## src/rtl/bp_resolve_if.sv

```systemverilog
// Fetch/execute-facing signal bundle for the branch resolve queue.
// The master side drives branch pushes and resolutions; the slave side is the queue.
interface bp_resolve_if #(
  parameter int IDX_W = 5,
  parameter int CNT_W = 3
);
  logic             push;
  logic [31:0]      push_pc;
  logic             push_pred;
  logic [31:0]      push_target;
  logic             res_valid;
  logic             res_taken;
  logic [31:0]      res_target;
  logic             flush;
  logic             full;
  logic             empty;
  logic [CNT_W-1:0] count;
  logic             upd_we;
  logic [IDX_W-1:0] upd_waddr;
  logic             upd_taken;
  logic             mispredict;
  logic [31:0]      redirect_pc;
  logic             err;

  modport master (
    output push, push_pc, push_pred, push_target,
    output res_valid, res_taken, res_target, flush,
    input  full, empty, count, upd_we, upd_waddr, upd_taken,
    input  mispredict, redirect_pc, err
  );

  modport slave (
    input  push, push_pc, push_pred, push_target,
    input  res_valid, res_taken, res_target, flush,
    output full, empty, count, upd_we, upd_waddr, upd_taken,
    output mispredict, redirect_pc, err
  );
endinterface

```

## src/rtl/bp_resolve_queue.sv

```systemverilog
// In-order queue of predicted conditional branches; pairs the oldest entry with its
// execute outcome, drives the bimodal table update and the mispredict redirect.
module bp_resolve_queue #(
  parameter int DEPTH = 4,
  parameter int IDX_W = 5
) (
  input  logic         clk,
  input  logic         rst_n,
  bp_resolve_if.slave  bus
);

  localparam int PTR_W = $clog2(DEPTH);
  localparam int CNT_W = $clog2(DEPTH) + 1;

  logic [31:0]      pc_mem_q   [DEPTH];
  logic             pred_mem_q [DEPTH];
  logic [31:0]      tgt_mem_q  [DEPTH];

  logic [PTR_W-1:0] head_q, head_d;
  logic [PTR_W-1:0] tail_q, tail_d;
  logic [CNT_W-1:0] count_q, count_d;
  logic             upd_we_q, upd_we_d;
  logic [IDX_W-1:0] upd_waddr_q, upd_waddr_d;
  logic             upd_taken_q, upd_taken_d;
  logic             mispredict_q, mispredict_d;
  logic [31:0]      redirect_pc_q, redirect_pc_d;
  logic             err_q, err_d;

  logic             full;
  logic             empty;
  logic             pop;
  logic             mis;
  logic             clear;
  logic             push_acc;
  logic [31:0]      head_pc;
  logic             head_pred;
  logic [31:0]      head_tgt;

  assign full      = (count_q == CNT_W'(DEPTH));
  assign empty     = (count_q == '0);
  assign head_pc   = pc_mem_q[head_q];
  assign head_pred = pred_mem_q[head_q];
  assign head_tgt  = tgt_mem_q[head_q];

  always_comb begin
    pop      = bus.res_valid && !empty;
    mis      = pop && ((bus.res_taken != head_pred) ||
                       (bus.res_taken && head_pred && (bus.res_target != head_tgt)));
    clear    = mis || bus.flush;
    push_acc = bus.push && !clear && (!full || pop);

    head_d  = head_q;
    tail_d  = tail_q;
    count_d = count_q;
    if (clear) begin
      head_d  = '0;
      tail_d  = '0;
      count_d = '0;
    end else begin
      if (pop)      head_d = head_q + PTR_W'(1);
      if (push_acc) tail_d = tail_q + PTR_W'(1);
      count_d = count_q + CNT_W'(push_acc) - CNT_W'(pop);
    end

    // Registered outputs carry information only for the cycle after a pop.
    upd_we_d      = pop;
    upd_waddr_d   = pop ? head_pc[IDX_W+1:2] : '0;
    upd_taken_d   = pop && bus.res_taken;
    mispredict_d  = mis;
    redirect_pc_d = '0;
    if (mis) redirect_pc_d = bus.res_taken ? bus.res_target : head_pc + 32'd4;

    err_d = err_q
          || (bus.res_valid && empty)
          || (bus.push && full && !pop && !clear);
  end

  // Entry storage carries no reset; occupancy is tracked by count.
  always_ff @(posedge clk) begin
    if (push_acc) begin
      pc_mem_q[tail_q]   <= bus.push_pc;
      pred_mem_q[tail_q] <= bus.push_pred;
      tgt_mem_q[tail_q]  <= bus.push_target;
    end
  end

  always_ff @(posedge clk or negedge rst_n) begin
    if (!rst_n) begin
      head_q        <= '0;
      tail_q        <= '0;
      count_q       <= '0;
      upd_we_q      <= 1'b0;
      upd_waddr_q   <= '0;
      upd_taken_q   <= 1'b0;
      mispredict_q  <= 1'b0;
      redirect_pc_q <= '0;
      err_q         <= 1'b0;
    end else begin
      head_q        <= head_d;
      tail_q        <= tail_d;
      count_q       <= count_d;
      upd_we_q      <= upd_we_d;
      upd_waddr_q   <= upd_waddr_d;
      upd_taken_q   <= upd_taken_d;
      mispredict_q  <= mispredict_d;
      redirect_pc_q <= redirect_pc_d;
      err_q         <= err_d;
    end
  end

  assign bus.full        = full;
  assign bus.empty       = empty;
  assign bus.count       = count_q;
  assign bus.upd_we      = upd_we_q;
  assign bus.upd_waddr   = upd_waddr_q;
  assign bus.upd_taken   = upd_taken_q;
  assign bus.mispredict  = mispredict_q;
  assign bus.redirect_pc = redirect_pc_q;
  assign bus.err         = err_q;

endmodule

```

## src/flat_wrapper.sv

```systemverilog
// flat-port wrapper written by rule: the top's interface ports become plain ports
module bp_resolve_queue_flat 
#(
  parameter int DEPTH = 4,
  parameter int IDX_W = 5
)
  (clk, rst_n, bus_push, bus_push_pc, bus_push_pred, bus_push_target, bus_res_valid, bus_res_taken, bus_res_target, bus_flush, bus_full, bus_empty, bus_count, bus_upd_we, bus_upd_waddr, bus_upd_taken, bus_mispredict, bus_redirect_pc, bus_err);
  bp_resolve_if #(.IDX_W(IDX_W), .CNT_W(3)) bus_i ();
  input  logic clk;
  input  logic rst_n;
  input wire logic [$bits(bus_i.push)-1:0] bus_push;
  input wire logic [$bits(bus_i.push_pc)-1:0] bus_push_pc;
  input wire logic [$bits(bus_i.push_pred)-1:0] bus_push_pred;
  input wire logic [$bits(bus_i.push_target)-1:0] bus_push_target;
  input wire logic [$bits(bus_i.res_valid)-1:0] bus_res_valid;
  input wire logic [$bits(bus_i.res_taken)-1:0] bus_res_taken;
  input wire logic [$bits(bus_i.res_target)-1:0] bus_res_target;
  input wire logic [$bits(bus_i.flush)-1:0] bus_flush;
  output wire logic [$bits(bus_i.full)-1:0] bus_full;
  output wire logic [$bits(bus_i.empty)-1:0] bus_empty;
  output wire logic [$bits(bus_i.count)-1:0] bus_count;
  output wire logic [$bits(bus_i.upd_we)-1:0] bus_upd_we;
  output wire logic [$bits(bus_i.upd_waddr)-1:0] bus_upd_waddr;
  output wire logic [$bits(bus_i.upd_taken)-1:0] bus_upd_taken;
  output wire logic [$bits(bus_i.mispredict)-1:0] bus_mispredict;
  output wire logic [$bits(bus_i.redirect_pc)-1:0] bus_redirect_pc;
  output wire logic [$bits(bus_i.err)-1:0] bus_err;
  assign bus_i.push = bus_push;
  assign bus_i.push_pc = bus_push_pc;
  assign bus_i.push_pred = bus_push_pred;
  assign bus_i.push_target = bus_push_target;
  assign bus_i.res_valid = bus_res_valid;
  assign bus_i.res_taken = bus_res_taken;
  assign bus_i.res_target = bus_res_target;
  assign bus_i.flush = bus_flush;
  assign bus_full = bus_i.full;
  assign bus_empty = bus_i.empty;
  assign bus_count = bus_i.count;
  assign bus_upd_we = bus_i.upd_we;
  assign bus_upd_waddr = bus_i.upd_waddr;
  assign bus_upd_taken = bus_i.upd_taken;
  assign bus_mispredict = bus_i.mispredict;
  assign bus_redirect_pc = bus_i.redirect_pc;
  assign bus_err = bus_i.err;
  bp_resolve_queue #(.DEPTH(DEPTH), .IDX_W(IDX_W)) u_core (.clk(clk), .rst_n(rst_n), .bus(bus_i));
endmodule
```

## config.mk

```make
export PLATFORM = sky130hd
export DESIGN_NAME = bp_resolve_queue_flat
export DESIGN_NICKNAME = d
export VERILOG_FILES = /design/src/rtl/bp_resolve_if.sv /design/src/rtl/bp_resolve_queue.sv /design/src/flat_wrapper.sv
export SDC_FILE = /design/constraint.sdc
export NUM_CORES = 1
export LEC_CHECK = 0
export BUFFER_PORTS_ARGS = -buffer_cell sky130_fd_sc_hd__buf_2
export CELL_PAD_IN_SITES_DETAIL_PLACEMENT = 0
export CELL_PAD_IN_SITES_GLOBAL_PLACEMENT = 1
export CORE_UTILIZATION = 53
export DETAILED_ROUTE_END_ITERATION = 16
export GPL_ROUTABILITY_DRIVEN = 0
export PLACE_DENSITY = 0.88
export SETUP_SLACK_MARGIN = 0.05
export SLEW_MARGIN = 20
export SYNTH_ARGS = -nofsm -noshare
export SYNTH_HDL_FRONTEND = slang
export SYNTH_SLANG_ARGS = --single-unit
```

## constraint.sdc

```tcl
create_clock -name clk -period 15.9 [get_ports clk]
set_input_delay 1.59 -clock clk [delete_from_list [all_inputs] [get_ports clk]]
set_output_delay 1.59 -clock clk [all_outputs]
set_load 0.02 [all_outputs]
```

-- Yosys cells after proc, flatten, opt, wreduce, memory -nomap -nowiden
Memories as Yosys holds them, arrays and structs flattened.
Cells that the tools add are included.
- memory bits (writable): 260
- memories kept: 3
- bits of input ports: 103
- logic and storage cells: 53
- bits in latches: 0
- output and inout bits: 46
- ROM bits: 0
- register bits after elaboration: 48
- memories (name ; words ; width ; rd ports ; clocked after memory_dff ; wr ports ; RTL line ; text):
    u_core.pc_mem_q ; 4 ; 32 ; 1 ; 0 ; 1 ; bp_resolve_queue.sv:15 ; logic [31:0] pc_mem_q [DEPTH];
    u_core.tgt_mem_q ; 4 ; 32 ; 1 ; 0 ; 1 ; bp_resolve_queue.sv:17 ; logic [31:0] tgt_mem_q [DEPTH];
    u_core.pred_mem_q ; 4 ; 1 ; 1 ; 0 ; 1 ; bp_resolve_queue.sv:16 ; logic pred_mem_q [DEPTH];
- divide/modulo/power cells: 0
- muxes and demuxes: 10
- shift operators: 0
- $add $sub $neg: 5
- $lt $le $gt $ge: 0
- eq/ne operators: 3
- multiply operators: 0
- reductions and logical operators: 23
- bitwise logic cells: 0
- operators with widths (kind ; number):
    32-bit 2-to-1 mux ; 2
    32-bit by 3-bit adder with 32-bit output (second input constant) ; 1
    32-bit inequality test ; 1
    1-bit logical AND ; 11
    2-bit 2-to-1 mux ; 4
    1-bit logical OR ; 5
    5-bit 2-to-1 mux ; 1
    2-bit by 1-bit adder with 2-bit output (second input constant) ; 2
    1-bit logical NOT ; 4
    2-bit nonzero test ; 2
    3-bit by 1-bit adder with 3-bit output ; 1
    3-bit equality test (second input constant) ; 1
    3-bit logical NOT ; 1
    3-bit 2-to-1 mux ; 1
    3-bit by 1-bit subtractor with 3-bit output ; 1
    1-bit 2-to-1 mux ; 2
    1-bit inequality test ; 1

-- Logic depth before layout (Yosys ltp)
An unclocked memory read counts as a cell.
- word-level depth: 12
- mapped depth: 15
- gate-level depth less buffers: 11

-- Worst setup path after synthesis
OpenSTA, ideal clock, no wires.
- path type: input port to flip-flop
- start point: input bus_res_target[19]
- end point: memory u_core.pc_mem_q[0][0], enable pin
- setup time: 568 ps
- arrival time: 7069 ps
- stages: 6
- slack: 8263 ps
- buffers on the path: 1
- required time: 15332 ps
- path through: xor2_1 > nor4_1 > nand4_1 > o211a_2 > buf_2 > nor3_1
- word-level cells in the longest chain between the ends: 10
- RTL lines (what ; RTL line ; text):
    from (decl) ; flat_wrapper.sv:17 ; input wire logic [$bits(bus_i.res_target)-1:0] bus_res_target;
    32-bit inequality test ; bp_resolve_queue.sv:48 ; (bus.res_taken && head_pred && (bus.res_target != head_tgt)));
    1-bit logical AND ; bp_resolve_queue.sv:48 ;
    1-bit logical OR ; bp_resolve_queue.sv:47 ; mis = pop && ((bus.res_taken != head_pred) ||
    1-bit logical AND ; bp_resolve_queue.sv:47 ;
    1-bit logical OR ; bp_resolve_queue.sv:49 ; clear = mis || bus.flush;
    1-bit logical NOT ; bp_resolve_queue.sv:50 ; push_acc = bus.push && !clear && (!full || pop);
    1-bit logical AND (2 in a row) ; bp_resolve_queue.sv:50 ;
    1-bit 2-to-1 mux ; bp_resolve_queue.sv:80 ; if (push_acc) begin
    1-bit 2-to-1 mux (implied by the code) ; bp_resolve_queue.sv:81 ; pc_mem_q[tail_q] <= bus.push_pc;
    to (decl) ; bp_resolve_queue.sv:15 ;
Every way passes these cells.

-- Final worst setup path
- start point: register u_core.head_q[0]
- end point: register u_core.count_q[1], in the netlist u_core.bus.count[1]
- word-level cells in the longest chain between the ends: 12
- elaborated cells between the ends (all ways): 15
- classes of those cells: add/sub (2); eq/ne (2); mux (1); reduce/logical (8); memory (2)
- RTL lines (what ; RTL line ; text):
    from (decl) ; bp_resolve_queue.sv:19 ; logic [PTR_W-1:0] head_q, head_d;
    from (signal assigned) ; bp_resolve_queue.sv:89 ; head_q <= '0;
    from (signal assigned) ; bp_resolve_queue.sv:99 ; head_q <= head_d;
    memory 4 x 32 bit or memory 4 x 1 bit (tied branches) ; n/a ;
    32-bit inequality test or 1-bit logical AND (tied branches) ; bp_resolve_queue.sv:48 ;
    1-bit logical AND ; bp_resolve_queue.sv:48 ;
    1-bit logical OR (*) ; bp_resolve_queue.sv:47 ;
    1-bit logical AND (*) ; bp_resolve_queue.sv:47 ;
    1-bit logical OR (*) ; bp_resolve_queue.sv:49 ;
    1-bit logical NOT ; bp_resolve_queue.sv:50 ;
    1-bit logical AND (2 in a row) ; bp_resolve_queue.sv:50 ;
    3-bit by 1-bit adder with 3-bit output ; bp_resolve_queue.sv:62 ; count_d = count_q + CNT_W'(push_acc) - CNT_W'(pop);
    3-bit by 1-bit subtractor with 3-bit output ; bp_resolve_queue.sv:62 ;
    3-bit 2-to-1 mux (*) ; bp_resolve_queue.sv:55 ; if (clear) begin
    via u_core.count_d[1] ; bp_resolve_queue.sv:21 ; logic [CNT_W-1:0] count_q, count_d;
    to (signal assigned) ; bp_resolve_queue.sv:101 ; count_q <= count_d;
    to (decl) ; bp_resolve_queue.sv:21 ;
Mark *: on every way through the listed nets, which the timed path passes. The rest lies on a longest branch.
A chain may end at the register's enable or synchronous reset.

==> results.tsv <==
stage	metric	value	unit
global_routing	pin count of the biggest net entering global routing	49	
yosys	yosys warns	0	
power	static leakage	5.19	nW
setup_path	Slowest cell on crit path	dfrtp_4	
setup_path	Arr. time, crit path	5.25	ns
power	VDD IR max	0.0000788	V
yosys	Seq/Total Area, Yosys	71.3	%
routing	Iter 0 DRT Violations	590	
global_routing	Tot GR Track Use	23.3	%
timing	Max Slew Vio Count	0	
setup_path	CP Data Required Time	16.34	ns
layout	Core Util, Final	62.6	%
yosys	top post-synthesis cells by area	edfxtp_1 62%, mux4_2 12%, dfrtp_1 9.5%	
yosys	most used standard cell by instance count after synthesis	edfxtp_1	
clock_network	Post-CTS Hold Fix Bufs	0	
layout	proportion of layout cells with a drive suffix above 1	32.5	%
placement	IO buf count	148	
timing	setup tns final	0	ns
die	Die Span Y	156	um
layout	Total Nets Final	961	
worst_hold_path	Worst Hold Depth	1	
clock_network	H-Tree Depth	1	
setup_path	Crit. End Element	flip-flop	
setup_path	CP max FO	40	
yosys	Post-synth EDFFs	260	
timing	worst hold slack	0.452	ns
setup_path	critical-path cell list	buf_4 -> mux4_2 -> ha_1 -> inv_1 -> nor2_2 -> nor3_1 -> ha_1 -> inv_1 -> fa_1 -> nor4_1	
clock_network	later-pin clock latency in the skew report	0.55	ns
die	Initial Util	54.0	%
setup_path	flop2flop setup slack	11.10	ns
setup_path	CP Launch Point	u_core.head_q[0]	
yosys	syn_nets	808	
routing	antenna-violating nets left	0	
clock_network	post_cts resized	0	
setup_path	Worst path max stage delay	0.79	ns
timing	Max-slew headroom	35.1	%
yosys	Yosys top cell by area	edfxtp_1	
global_routing	vias in the first global route	6879	
timing	Final Hold Violating Endpoints	0	
clock_network	CTS Buf Count	30	
routing	via count of the routed design	7096	
die	Die Wd	156	um
timing	endpoints failing setup	0	
run	Max-Cap Viols	0	
layout	Final Instance Area	14600	um2
routing	Pre-antenna DRT Iters	5	
yosys	dominant synthesized flop cell	edfxtp_1	
yosys	Post-Synthesis Cell Area	12600	um2
clock_network	CTS tree	built	
routing	DR WL/cell	23.6	um
yosys	FF+latch count, synth	308	
clock_network	Root Driver	clkbuf_16	
yosys	share of the synthesized area in the top cell type	61.8	%
clock_network	postcts setup bufs	0	
timing	Worst Skew	0.0129	ns
setup_path	startpoint types	flip-flop	
timing	FMAX	0.208	GHz
layout	fill count	1686	
global_routing	initial antenna violation count	0	
die	Ports	149	
placement	placed cell areas	13700	um2
timing	period utilisation layout	30.2	%
timing	Slew @ Worst Pin	0.973	ns
global_routing	total gr overflow	0	
worst_hold_path	Hold Crit Class	flip-flop to flip-flop	
yosys	Mapped Avg Cell Area	18.2	um2
setup_path	Register-to-Register Path Depth	10	
setup_path	WS Path Type	flip-flop to flip-flop	
placement	DP HPWL	18.7	mm
outcome	status	completed	
setup_path	Worst R2R Start	u_core.head_q[0]	
die	Die Area	24500	um2
yosys	asr flop ratio synth	15.6	%
timing	min cycle time layout	4.80	ns
setup_path	Reg-to-Reg End	u_core.bus.count[1]	
clock_network	Sink Count	308	
clock_network	Max Root-Sink Buffers	3	
clock_network	Worst-path clk slew	0.07	ns
yosys	Cells after Synth	696	
die	# rows	56	
power	PwrDens	138	nW/um2
timing	RSZ-0062 raised after global routing	false	
layout	area grow syn2layout	15.9	%
routing	Vias/cell	5.96	
yosys	Yosys cell types	51	
routing	DRC	0	
worst_hold_path	Hold Path End	u_core.bus.err	
global_routing	first-pass GRT wire length	41.2	mm
worst_hold_path	HP Start	u_core.bus.err	
die	core area	23400	um2
layout	ant diodes	0	
routing	final wirelength	28.1	mm
yosys	synth cell count leaders	260 x edfxtp_1, 65 x mux4_2, 48 x dfrtp_1	
==> per-layer routing <==
layer / part of all wire [%] / wire length [um] / GRT usage [%] / vias up
li1: - / - / - / 3104
met1: 41 / 11400 / 32.9 / 3604
met2: 49 / 13800 / 38.2 / 342
met3: 7.9 / 2220 / 3.71 / 46
met4: 2.2 / 616 / 6.26 / 0
met5: 0 / 0 / 0 / -
==> per-stage QoR <==
| stage | total power [mW] | std cells | setup WS (ns) |
|---|---|---|---|
| 4_1_cts | 2.03 | 1191 | 10.80 |
| 3_3_place_gp | 1.35 | 1136 | 10.95 |
| 5_1_grt | 2.09 | 1191 | 10.69 |
| 3_5_place_dp | 1.36 | 1136 | 10.81 |
| 6_report | 2.02 | 1191 | 11.10 |
| 2_1_floorplan | 1.24 | 696 | 8.26 |
==> power breakdown <==
part / internal (mW) / switching (mW)
clock: 0.388 / 0.288
combinational: 0.140 / 0.225
sequential: 0.947 / 0.0319
total: 1.47 / 0.545
==> how the worst max path moves through the flow <==
stage / cells past startpoint / to / slack, ns
global route: 11 / u_core.bus.count[2] / 10.69
finish: 10 / u_core.bus.count[1] / 11.10
detailed placement: 10 / u_core.bus.count[1] / 10.81
floorplan: 6 / u_core.pc_mem_q[0][0] / 8.26
global placement: 10 / u_core.bus.count[1] / 10.95
CTS: 10 / u_core.bus.count[1] / 10.80
==> cell usage in the layout, fill, tap and decap left out, types with 3 or more instances in the layout <==
cell type,synthesis,routed
mux2i_1,8,8
nor3_2,0,4
xnor2_1,6,6
buf_4,5,12
o31ai_1,7,7
clkinv_1,0,6
nor3_1,9,5
nand4_1,9,9
and3_1,5,5
clkinvlp_4,0,3
clkbuf_16,0,31
nor2_1,14,13
xor2_1,42,42
nor4_1,22,22
a221oi_1,3,3
o21a_1,6,6
and2_1,9,9
edfxtp_1,260,260
inv_1,11,11
or4_1,3,3
dfrtp_1,48,46
nor4b_1,3,3
mux4_2,65,65
nand3_1,16,16
a21oi_1,7,7
nand2b_1,7,7
nand2_1,25,25
a211oi_1,26,26
buf_2,5,148
clkbuf_1,21,5
ha_1,8,8
o21ai_0,7,7
clkinv_2,0,6
o31a_1,6,6
==> critical path: cells and delay by family (launching register included) <==
family	cells	cell delay [ns]
adders and majority gates	3	0.91
muxes	1	0.59
buffers and inverters	3	1.49
DFF	1	0.79
and+or+nand+nor	3	0.90
==> cell families after synthesis <==
kind of cell	Yosys count	share of synthesized area, %
flops	308	71.3
simple gates	131	5.67
compound gates	77	4.53
mux	73	12.2
buf+inv	50	1.99
xor+xnor	48	3.33
fa+ha+maj	9	0.951
==> area by class of cell <==
class,instances,area (um2),share of cell area [%]
sequential,308,9010,61.6
multi-input combinational,338,3410,23.3
timing repair buffer,160,831,5.68
clock buffer,36,795,5.43
tap,319,399,2.73
clock inverter,19,153,1.04
inverter,11,41.3,0.282
==> sequential cells by signal, indices dropped and copies added (netlist names) <==
| register | flops |
|---|---|
| u_core.bus.upd_waddr | 5 |
| u_core.tgt_mem_q | 128 |
| u_core.tail_q | 2 |
| u_core.pred_mem_q | 4 |
| u_core.bus.upd_taken | 1 |
| u_core.bus.upd_we | 1 |
| u_core.pc_mem_q | 128 |
| u_core.bus.redirect_pc | 32 |
| u_core.bus.mispredict | 1 |
| u_core.bus.err | 1 |
| u_core.bus.count | 3 |
| u_core.head_q | 2 |
No activity file was read; power rests on OpenSTA's default activity.
